[config.mk]
export PLATFORM = sky130hd
export DESIGN_NAME = pc8001_ps2_matrix
export DESIGN_NICKNAME = d
export VERILOG_FILES = /design/src/rtl/pc8001_ps2_matrix.sv
export SDC_FILE = /design/constraint.sdc
export NUM_CORES = 1
export LEC_CHECK = 0
export CAP_MARGIN = 20
export CORE_MARGIN = 2
export CORE_UTILIZATION = 55
export CTS_CLUSTER_DIAMETER = 40
export DETAILED_ROUTE_END_ITERATION = 10
export GPL_ROUTABILITY_DRIVEN = 0
export GPL_TIMING_DRIVEN = 0
export PLACE_DENSITY = 0.73
export SETUP_SLACK_MARGIN = 0.4
export SLEW_MARGIN = 10
export SYNTH_ARGS = -nofsm -noshare
export SYNTH_HDL_FRONTEND = slang
export SYNTH_SLANG_ARGS = --single-unit
[constraint.sdc]
create_clock -name clk_sys -period 4.34 [get_ports clk_sys]
set_clock_uncertainty 0.15 [all_clocks]
set_input_delay 0.651 -clock clk_sys [delete_from_list [all_inputs] [get_ports clk_sys]]
set_output_delay 0.651 -clock clk_sys [all_outputs]
set_load 0.03 [all_outputs]
[src/rtl/pc8001_ps2_matrix.sv]
// Decodes hps_io ps2_key toggle events into the active-low PC-8001 keyboard matrix.
// Three-edge pipeline: capture, map lookup, matrix update; row_data is registered.
module pc8001_ps2_matrix #(
    parameter int NUM_ROWS = 10
) (
    input  logic        clk_sys,
    input  logic        reset,
    input  logic [10:0] ps2_key,
    input  logic        all_up,
    input  logic [3:0]  row_sel,
    output logic [7:0]  row_data,
    output logic        key_event
);
    typedef enum logic [2:0] {K_NORMAL, K_LSHIFT, K_RSHIFT, K_LCTRL, K_RCTRL} kind_t;

    localparam logic [4:0] NROWS = 5'(NUM_ROWS);

    logic             primed, tog_q;
    logic             s1_v, s1_pressed;
    logic [8:0]       s1_key;
    logic             lk_v;
    logic [6:0]       lk_rc;
    kind_t            lk_kind;
    logic             s2_v, s2_pressed;
    logic [6:0]       s2_rc;
    kind_t            s2_kind;
    logic             lshift, rshift, lctrl, rctrl;
    logic [15:0][7:0] key_down;

    function automatic logic [6:0] rc(input int r, input int c);
        return 7'(r * 8 + c);
    endfunction

    // {ext, code} -> {row, col}; row in rc[6:3], column in rc[2:0]
    always_comb begin
        lk_v    = 1'b1;
        lk_rc   = '0;
        lk_kind = K_NORMAL;
        case (s1_key)
            9'h070: lk_rc = rc(0,0);  9'h069: lk_rc = rc(0,1);  9'h072: lk_rc = rc(0,2);  9'h07A: lk_rc = rc(0,3);
            9'h06B: lk_rc = rc(0,4);  9'h073: lk_rc = rc(0,5);  9'h074: lk_rc = rc(0,6);  9'h06C: lk_rc = rc(0,7);
            9'h075: lk_rc = rc(1,0);  9'h07D: lk_rc = rc(1,1);  9'h07C: lk_rc = rc(1,2);  9'h079: lk_rc = rc(1,3);
            9'h071: lk_rc = rc(1,6);  9'h05A: lk_rc = rc(1,7);  9'h15A: lk_rc = rc(1,7);
            9'h054: lk_rc = rc(2,0);  9'h01C: lk_rc = rc(2,1);  9'h032: lk_rc = rc(2,2);  9'h021: lk_rc = rc(2,3);
            9'h023: lk_rc = rc(2,4);  9'h024: lk_rc = rc(2,5);  9'h02B: lk_rc = rc(2,6);  9'h034: lk_rc = rc(2,7);
            9'h033: lk_rc = rc(3,0);  9'h043: lk_rc = rc(3,1);  9'h03B: lk_rc = rc(3,2);  9'h042: lk_rc = rc(3,3);
            9'h04B: lk_rc = rc(3,4);  9'h03A: lk_rc = rc(3,5);  9'h031: lk_rc = rc(3,6);  9'h044: lk_rc = rc(3,7);
            9'h04D: lk_rc = rc(4,0);  9'h015: lk_rc = rc(4,1);  9'h02D: lk_rc = rc(4,2);  9'h01B: lk_rc = rc(4,3);
            9'h02C: lk_rc = rc(4,4);  9'h03C: lk_rc = rc(4,5);  9'h02A: lk_rc = rc(4,6);  9'h01D: lk_rc = rc(4,7);
            9'h022: lk_rc = rc(5,0);  9'h035: lk_rc = rc(5,1);  9'h01A: lk_rc = rc(5,2);  9'h05B: lk_rc = rc(5,3);
            9'h06A: lk_rc = rc(5,4);  9'h05D: lk_rc = rc(5,5);  9'h055: lk_rc = rc(5,6);  9'h04E: lk_rc = rc(5,7);
            9'h045: lk_rc = rc(6,0);  9'h016: lk_rc = rc(6,1);  9'h01E: lk_rc = rc(6,2);  9'h026: lk_rc = rc(6,3);
            9'h025: lk_rc = rc(6,4);  9'h02E: lk_rc = rc(6,5);  9'h036: lk_rc = rc(6,6);  9'h03D: lk_rc = rc(6,7);
            9'h03E: lk_rc = rc(7,0);  9'h046: lk_rc = rc(7,1);  9'h052: lk_rc = rc(7,2);  9'h04C: lk_rc = rc(7,3);
            9'h041: lk_rc = rc(7,4);  9'h049: lk_rc = rc(7,5);  9'h04A: lk_rc = rc(7,6);  9'h051: lk_rc = rc(7,7);
            9'h16C: lk_rc = rc(8,0);  9'h175: lk_rc = rc(8,1);  9'h174: lk_rc = rc(8,2);  9'h066: lk_rc = rc(8,3);
            9'h171: lk_rc = rc(8,3);  9'h011: lk_rc = rc(8,4);  9'h111: lk_rc = rc(8,5);
            9'h007: lk_rc = rc(9,0);  9'h005: lk_rc = rc(9,1);  9'h006: lk_rc = rc(9,2);  9'h004: lk_rc = rc(9,3);
            9'h00C: lk_rc = rc(9,4);  9'h003: lk_rc = rc(9,5);  9'h029: lk_rc = rc(9,6);  9'h076: lk_rc = rc(9,7);
            9'h012: lk_kind = K_LSHIFT;
            9'h059: lk_kind = K_RSHIFT;
            9'h014: lk_kind = K_LCTRL;
            9'h114: lk_kind = K_RCTRL;
            default: lk_v = 1'b0;
        endcase
    end

    always_ff @(posedge clk_sys or posedge reset) begin
        if (reset) begin
            primed     <= 1'b0;
            tog_q      <= 1'b0;
            s1_v       <= 1'b0;
            s1_pressed <= 1'b0;
            s1_key     <= '0;
            s2_v       <= 1'b0;
            s2_pressed <= 1'b0;
            s2_rc      <= '0;
            s2_kind    <= K_NORMAL;
            lshift     <= 1'b0;
            rshift     <= 1'b0;
            lctrl      <= 1'b0;
            rctrl      <= 1'b0;
            key_down   <= '0;
            key_event  <= 1'b0;
            row_data   <= 8'hFF;
        end else begin
            key_event <= 1'b0;

            // First edge after reset only adopts the toggle level, so a stale level is not an event
            s1_v <= 1'b0;
            if (!primed) begin
                primed <= 1'b1;
                tog_q  <= ps2_key[10];
            end else if (ps2_key[10] != tog_q) begin
                tog_q      <= ps2_key[10];
                s1_v       <= 1'b1;
                s1_pressed <= ps2_key[9];
                s1_key     <= ps2_key[8:0];
            end

            s2_v       <= s1_v & lk_v;
            s2_pressed <= s1_pressed;
            s2_rc      <= lk_rc;
            s2_kind    <= lk_kind;

            if (s2_v) begin
                key_event <= 1'b1;
                case (s2_kind)
                    K_LSHIFT: begin lshift <= s2_pressed; key_down[8][6] <= s2_pressed | rshift; end
                    K_RSHIFT: begin rshift <= s2_pressed; key_down[8][6] <= s2_pressed | lshift; end
                    K_LCTRL:  begin lctrl  <= s2_pressed; key_down[8][7] <= s2_pressed | rctrl;  end
                    K_RCTRL:  begin rctrl  <= s2_pressed; key_down[8][7] <= s2_pressed | lctrl;  end
                    default:  key_down[s2_rc[6:3]][s2_rc[2:0]] <= s2_pressed;
                endcase
            end

            // all_up overrides anything in flight; tog_q is left alone so nothing replays
            if (all_up) begin
                s1_v      <= 1'b0;
                s2_v      <= 1'b0;
                lshift    <= 1'b0;
                rshift    <= 1'b0;
                lctrl     <= 1'b0;
                rctrl     <= 1'b0;
                key_down  <= '0;
                key_event <= 1'b0;
            end

            row_data <= ({1'b0, row_sel} < NROWS) ? ~key_down[row_sel] : 8'hFF;
        end
    end
endmodule

==> flow_summary.ini, run 1 <==
[synth]
synth_top_family_by_area = simple AND/OR/NAND/NOR gates
yosys_most_used_dff = dfrtp_1
synth_top_cell_area_share_pct = 36.6
synthCells = 881
synth_cell_types = 82
netlist_top_cells_area = dfrtp_1, nand2_1, nand3_1, mux4_2, mux2i_1
synth_commonest_cells = nand2_1, dfrtp_1, nand3_1
ys_seq_elements = 118
synth_most_common_cell = nand2_1
synth_xor_xnor_area_share_pct = 0.698
yosys_warnings = 0
synth_fa_ha_area_share_pct = 0
muxShareOfSynthArea_pct = 10.9
syn_area_per_cell_um2 = 8.55
synth_edf_count = 0
synth_compound_area_share_pct = 13.1
synthArstFlopShare_pct = 100
yosys.area_share.simple_pct = 28.8
syn_area_um2 = 7530
seq_area_frac_synth_pct = 39.4
syn_nets = 899
yosysTopAreaCell = dfrtp_1

[die]
initial_utilization_pct = 56.6
io_pins = 27
dieArea_um2 = 14600
core_area_um2 = 13300
die_y_um = 121
die_w_um = 121
rows = 42

[layout]
layout-drive-gt1-share_pct = 14.4
area_growth_pct = 13.3
postLayoutCellArea_um2 = 8530
multi_input_area_um2 = 4030
nets = 942
seq_area_um2 = 2960
fin_cells = 1113
antenna_cells = 0
fillers = 1138

[cts]
h-tree-depth = 4
clock_latency_ns = 0.42
root_buffer = clkbuf_16
postCtsSetupBuffers = 0
cts_buffers = 17
holdBufCountCts = 0
cts_num_sinks = 118
cts_tree = built
ctsResizeCount = 0
clock_path_buffers = 2
path_clk_slew_ns = 0.05

[outcome]
outcome = complete, no violations

[sta]
rsz0062_at_grt = no
min_period_ns = 2.54
finalSetupViolCount = 0
finalCritPeriodShare_pct = 58.5
fin_setup_tns_ns = 0
relSlewSlack_pct = 22.9
clock.fmax_mhz = 394
hold_violations = 0
slew_viol_final = 0
worstMarginPinSlew_ns = 1.14

[global_routing]
grt_usage_pct = 32.1
antenna_found_initial = 0
gr-total-overflow = 0
grt_pass1_vias = 6777
grt_pass1_wl_mm = 35.9
grt_max_degree = 85

[placement]
port_buffers = 22
dp_hpwl_mm = 16.0
placed_cell_area_um2 = 8000
placedCellCount = 1080

[route]
avgViaCountPerCell = 6.48
wl_per_cell_um = 20.3
postRouteAntennaNets = 0
firstDrtPassIters = 6
routed_wirelength_mm = 22.6
vias = 7213
drc = 0
drt_first_iter_violations = 1120

[pwr]
peakVddDrop_mv = 0.309
leakage_nw = 3.49
finalPower_mw = 3.31
power.density_nw_per_um2 = 388

[setup_path]
cp-start-kind = input port
arrival_ns = 2.66
worstSetupPathType = input port to flop
worstPathRequired_ns = 4.46
cp_max_fo = 10
endpoint_kind = flop

[job]
maxCapViolCount = 0

[worst_hold_path]
min_path_type = flop to flop
## state kept, by name, indices dropped and copies added, names as in the netlist, 3 cells and up
name and cells:
s2_kind 3, s2_rc 7, s1_key 9, row_data 8, key_down 80
## final timing paths
kind | to | cells after the start | slack (ns) | from
setup / recovery | row_data[0]$_DFF_PP1_ | 6 | 1.80 | row_sel[3]
setup reg to reg | s2_v$_DFF_PP0_ | 8 | 1.81 | s1_key[2]$_DFFE_PP0P_
hold reg to reg | s2_pressed$_DFF_PP0_ | 0 | 0.23 | s1_pressed$_DFFE_PP0P_
hold / removal | s2_pressed$_DFF_PP0_ | 0 | 0.23 | s1_pressed$_DFFE_PP0P_
max in group asynchronous | row_data[7]$_DFF_PP1_ | 3 | 2.84 | reset
min in group asynchronous | key_down[44]$_DFFE_PP0P_ | 2 | 0.45 | reset
## worst max-delay path, stage by stage
cell,delay [ns]
buf_2,0.30
clkbuf_1,0.50
nand2b_1,0.17
clkbuf_1,0.44
o22ai_1,0.16
o21ai_0,0.43
## power breakdown
part | leakage, nW | internal (mW) | switching, mW
clock | 0.257 | 0.797 | 0.483
combinational | 1.65 | 0.260 | 0.591
sequential | 1.59 | 1.15 | 0.0362
## logic make-up after synthesis
kind of cell,Yosys count
buffers and inverters,119
xor gates and xnor gates,6
DFF,118
and+or+nand+nor,418
other,1
muxes,61
AOI/OAI and AO/OA,158
## final cells by class
| type | count | share of cell area (%) |
|---|---|---|
| clock buffer | 27 | 5.54 |
| timing repair buffer | 24 | 2.96 |
| multi-input combinational | 644 | 47.2 |
| clock inverter | 5 | 0.587 |
| tap | 176 | 2.58 |
| sequential | 118 | 34.7 |
| inverter | 26 | 1.20 |
| buffer | 93 | 5.13 |
## stage by stage
step	hold WS (ns)	util, %	setup WS, ns
floorplan	0.199	-	0.423
global placement	0.209	59.9	-1.37
detailed placement	0.219	60.2	1.53
CTS	0.231	64.1	1.91
global route	0.232	64.2	1.72
finish	0.229	64.2	1.80
## layer usage
| metal | vias up | routed length (um) | track usage [%] |
|---|---|---|---|
| li1 | 3179 | - | - |
| met5 | - | 0 | 0 |
| met4 | 0 | 852 | 14.0 |
| met3 | 100 | 2360 | 7.00 |
| met2 | 487 | 10300 | 49.5 |
| met1 | 3447 | 9110 | 43.6 |
## cell usage in the layout (no fill, tap or decap), types with 5 or more instances in the layout
master,count
and2_1,7
nor2_1,57
nand3_1,73
nor2b_1,12
clkdlybuf4s50_1,22
buf_4,6
dfstp_2,8
buf_2,39
nand2_1,153
clkbuf_16,17
mux2i_1,35
dfrtp_1,110
nor3_1,22
mux4_2,16
o22ai_1,15
inv_1,24
clkbuf_1,50
nor4_1,5
nor3b_1,8
nand2b_1,19
mux2_2,10
o21ai_0,31
a21oi_1,68
nand4_1,13
Note: power is estimated with default switching activity, not from simulation.
==> run 2, diff against run 1 <==
- clock period: 4.34 -> 2.6 ns (I/O delays scaled with it)
==> run 2 against run 1 <==
Non-clock buffer count rose by 18. Register-to-register slack got worse by 1.6 ns. Hold slack got worse by 0.074 ns. Global-route usage rose by 1.2 points. Combinational power rose by 93%. Utilization rose by 4.0 points. Clock power rose by 74%. Count of clock-buffer cells in the layout did not move. Critical endpoint is now s2_v$_DFF_PP0_. Highest routed layer unchanged.
==> flow_summary.ini, run 2 (same netlist as run 1, synthesis figures left out) <==
[sta]
fin_setup_tns_ns = 0
slew_viol_final = 0
finalCritPeriodShare_pct = 90.7
finalSetupViolCount = 0
clock.fmax_mhz = 424
rsz0062_at_grt = yes
relSlewSlack_pct = 51.6
worstMarginPinSlew_ns = 0.715
min_period_ns = 2.36
hold_violations = 0

[setup_path]
rrSetupSlack_ns = 0.24
worstPathRequired_ns = 2.73
timing.rr.end = s2_v$_DFF_PP0_
endpoint_kind = flop
arrival_ns = 2.49
worstSetupPathType = flop to flop
cp_max_fo = 10
reg2reg_from = s1_key[4]$_DFFE_PP0P_
cp-start-kind = flop
r2r_cells = 9

[die]
rows = 42
die_w_um = 121
dieArea_um2 = 14600
io_pins = 27
initial_utilization_pct = 56.6
die_y_um = 121
core_area_um2 = 13300

[pwr]
finalPower_mw = 5.86
leakage_nw = 3.72
power.density_nw_per_um2 = 646
peakVddDrop_mv = 0.517

[global_routing]
grt_pass1_vias = 6954
antenna_found_initial = 0
gr-total-overflow = 0
grt_max_degree = 39
grt_usage_pct = 33.3
grt_pass1_wl_mm = 37.4

[cts]
cts_tree = built
clock_latency_ns = 0.43
path_clk_slew_ns = 0.05
cts_buffers = 17
h-tree-depth = 4
clock_path_buffers = 2
holdBufCountCts = 0
cts_num_sinks = 118
root_buffer = clkbuf_16

[job]
maxCapViolCount = 0

[placement]
dp_hpwl_mm = 16.4
placedCellCount = 1082
placed_cell_area_um2 = 8030
port_buffers = 22

[worst_hold_path]
min_path_type = input port to async pin

[layout]
postLayoutCellArea_um2 = 9060
layout-drive-gt1-share_pct = 20.6
final_cell_mix = nand2_1, dfrtp_1, nand3_1
largest_reg_flops = 80
nets = 960
fin_cells = 1131
layout_commonest_cell = nand2_1
regMostFlops = key_down
largestRegisters = key_down: 80 flops, s1_key: 9 flops, row_data: 8 flops
area_growth_pct = 20.3
antenna_cells = 0

[route]
postRouteAntennaNets = 0
wl_per_cell_um = 21.3
drt_first_iter_violations = 1482
drc = 0
vias = 7509
firstDrtPassIters = 8
avgViaCountPerCell = 6.64
routed_wirelength_mm = 24.1

[outcome]
outcome = complete, no violations
## run 2: per-stage QoR
step | util, % | setup slack (ns) | hold slack, ns
final | 68.1 | 0.243 | 0.155
after global routing | 68.1 | 0.233 | 0.207
after CTS | 65.0 | 0.252 | 0.171
after detailed placement | 60.4 | 0.0668 | 0.213
after global placement | 60.0 | -0.556 | 0.214
after floorplan | - | 0.620 | 0.199
## run 2: final cells by class
class / count / area (um2)
Timing Repair Buffer: 42 / 438
Multi-Input combinational cell: 644 / 4280
Inverter: 26 / 105
Buffer: 93 / 502
Clock buffer: 27 / 473
Tap cell: 176 / 220
Fill cell: 1046 / 4240
Sequential cell: 118 / 2970
Clock inverter: 5 / 75.1
## run 2: where the power goes
group | internal [mW] | switching (mW) | total (mW)
clock network | 1.43 | 0.802 | 2.23
logic | 0.557 | 1.09 | 1.64
registers | 1.91 | 0.0684 | 1.98
total | 3.90 | 1.96 | 5.86
## run 2: routing by layer
| metal | up-vias | part of all wire [%] | track usage, % |
|---|---|---|---|
| met5 | - | 0 | 0 |
| met4 | 0 | 5.3 | 14.1 |
| met3 | 159 | 11 | 8.41 |
| met2 | 571 | 45 | 51.1 |
| met1 | 3557 | 38 | 44.9 |
| li1 | 3222 | - | - |
## run 2: worst max-delay path by stage
stage	start	endpoint	slack, ns	cells after the start
2_1_floorplan	s1_key[4]$_DFFE_PP0P_	s2_v$_DFF_PP0_	0.62	6
3_3_place_gp	reset	lctrl$_DFFE_PP0P_	-0.56	2
3_5_place_dp	row_sel[0]	row_data[5]$_DFF_PP1_	0.07	6
4_1_cts	s1_key[6]$_DFFE_PP0P_	s2_v$_DFF_PP0_	0.25	8
5_1_grt	s1_key[3]$_DFFE_PP0P_	s2_v$_DFF_PP0_	0.23	8
6_report	s1_key[4]$_DFFE_PP0P_	s2_v$_DFF_PP0_	0.24	9
## run 2: timing repair
| action | in CTS | in global routing |
|---|---|---|
| setup buffers | 2 | 14 |
| endpoints found under the setup margin | 24 | 55 |
| gates cloned | 0 | 1 |
| resized for setup | 14 | 75 |
| pin swaps | 0 | 18 |
## run 2: critical path, cell delays in order (launching register included)
cell	delay (ns)
dfrtp_2	0.44
buf_4	0.14
buf_8	0.11
buf_6	0.14
nor2_1	0.11
and2_4	0.17
a221oi_2	0.33
nand4_1	0.25
nor3_2	0.24
a41oi_2	0.13
==> run 3, diff against run 2 <==
- CORE_MARGIN: 2 -> 3
==> run 3 against run 2 <==
Largest cell class unchanged. Critical endpoint unchanged. Flip-flop and latch count unchanged. Global-route usage fell by 1.9 points. Largest power group unchanged. Critical path depth decreased by 2.
==> flow_summary.ini, run 3 (same netlist as run 1, synthesis figures left out) <==
[layout]
antenna_cells = 0
area_growth_pct = 19.3
final_cell_mix = nand2_1, dfrtp_1, nand3_1
regMostFlops = key_down
nets = 949
largestRegisters = key_down: 80 flops, s1_key: 9 flops, row_data: 8 flops
fin_util_pct = 67.5
largest_reg_flops = 80
layout_commonest_cell = nand2_1
layout-drive-gt1-share_pct = 19.7

[die]
dieArea_um2 = 15100
core_area_um2 = 13300
io_pins = 27
initial_utilization_pct = 56.6
die_y_um = 123
die_w_um = 123
rows = 42

[job]
maxCapViolCount = 0

[route]
drt_first_iter_violations = 1115
wl_per_cell_um = 20.6
routed_wirelength_mm = 23.1
firstDrtPassIters = 7
avgViaCountPerCell = 6.43
drc = 0
vias = 7198
postRouteAntennaNets = 0

[sta]
clock.fmax_mhz = 425
min_period_ns = 2.35
finalCritPeriodShare_pct = 90.5
slew_viol_final = 0
rsz0062_at_grt = yes
relSlewSlack_pct = 44.8
hold_violations = 0
finalSetupViolCount = 0
worstMarginPinSlew_ns = 0.825
setup_slack_ns = 0.248

[placement]
place_ws_ns = 0.0949
dp_hpwl_mm = 16.1
port_buffers = 22

[setup_path]
slowest_delay_ns = 0.43
cp-start-kind = flop
path_cells = buf_4, buf_6, nor3_1, nand2_1, o21ai_0, a2111oi_4, a41oi_2
crit_buf_inv = 2
worstPathRequired_ns = 2.79
endpoint_kind = flop
crit_start = s1_key[6]$_DFFE_PP0P_
crit_family = compound AO/OA/AOI/OAI gates
worstSetupPathType = flop to flop
slowest_stage = o21ai_0
reg2reg_from = s1_key[6]$_DFFE_PP0P_
arrival_ns = 2.54
cp_max_fo = 10

[cts]
path_clk_slew_ns = 0.05
holdBufCountCts = 0
h-tree-depth = 4
root_buffer = clkbuf_16
clock_path_buffers = 2
clock_latency_ns = 0.42
cts_tree = built
cts_buffers = 17
cts_num_sinks = 118

[pwr]
peakVddDrop_mv = 0.529
power.density_nw_per_um2 = 661
leakage_nw = 3.67

[global_routing]
grt_pass1_wl_mm = 36.3
grt_max_degree = 40
antenna_found_initial = 0
grt_pass1_vias = 6786
grt_usage_pct = 31.3
gr-total-overflow = 0

[worst_hold_path]
worstHoldStart = s1_pressed$_DFFE_PP0P_
min_path_type = flop to flop

[outcome]
outcome = complete, no violations
run 3: changes by cell type in the layout (fill, tap and decap cells not counted), sizes merged:
cell / change
clkinv: +1
bufinv: +1
clkbuf: -9
buf: -5
inv: +1
run 3: where the power goes:
part	switching, mW	leakage (nW)	internal [mW]
Clock	0.825	0.294	1.58
Sequential	0.0677	1.59	1.91
Combinational	1.04	1.79	0.517
Total	1.93	3.67	4.01
run 3: cell type report:
class / count / area, um2
Tap cell: 176 / 220
Clock buffer: 24 / 482
Fill cell: 1028 / 4320
Buffer: 93 / 495
Clock inverter: 8 / 121
Timing Repair Buffer: 31 / 350
Inverter: 26 / 101
Sequential cell: 118 / 2970
Multi-Input combinational cell: 644 / 4240
run 3: routing by layer:
metal  track usage, %  share of wire, %  vias to the layer above
met2             48.0                46                      505
met4             12.2               4.0                        0
met3             9.42                11                      111
met5                0                 0                        -
li1                 -                 -                     3206
met1             42.0                39                     3376
run 3: worst paths after layout:
| check | endpoint | slack [ns] | cells past startpoint |
|---|---|---|---|
| setup / recovery | s2_v$_DFF_PP0_ | 0.25 | 7 |
| hold / removal | s2_pressed$_DFF_PP0_ | 0.23 | 0 |
| setup reg to reg | s2_v$_DFF_PP0_ | 0.25 | 7 |
| hold reg to reg | s2_pressed$_DFF_PP0_ | 0.23 | 0 |
| max in group asynchronous | s1_key[5]$_DFFE_PP0P_ | 1.12 | 4 |
| min in group asynchronous | key_down[36]$_DFFE_PP0P_ | 0.30 | 2 |
run 3: what timing repair did:
action,in CTS,in global routing
resized for setup,13,68
gates cloned,0,1
pin swaps,0,12
setup buffers,1,4
endpoints found under the setup margin,16,49
run 3: metrics by stage:
step	hold slack [ns]	power (mW)	cells	TNS (ns)	area, um2
6_report	0.226	5.94	1120	0	8980
5_1_grt	0.245	6.14	1120	0	8980
4_1_cts	0.231	5.77	1115	0	8700
3_5_place_dp	0.219	3.35	1082	0	8040
3_3_place_gp	0.218	3.34	1079	-60.05	7970
2_1_floorplan	0.199	2.94	881	0	7530
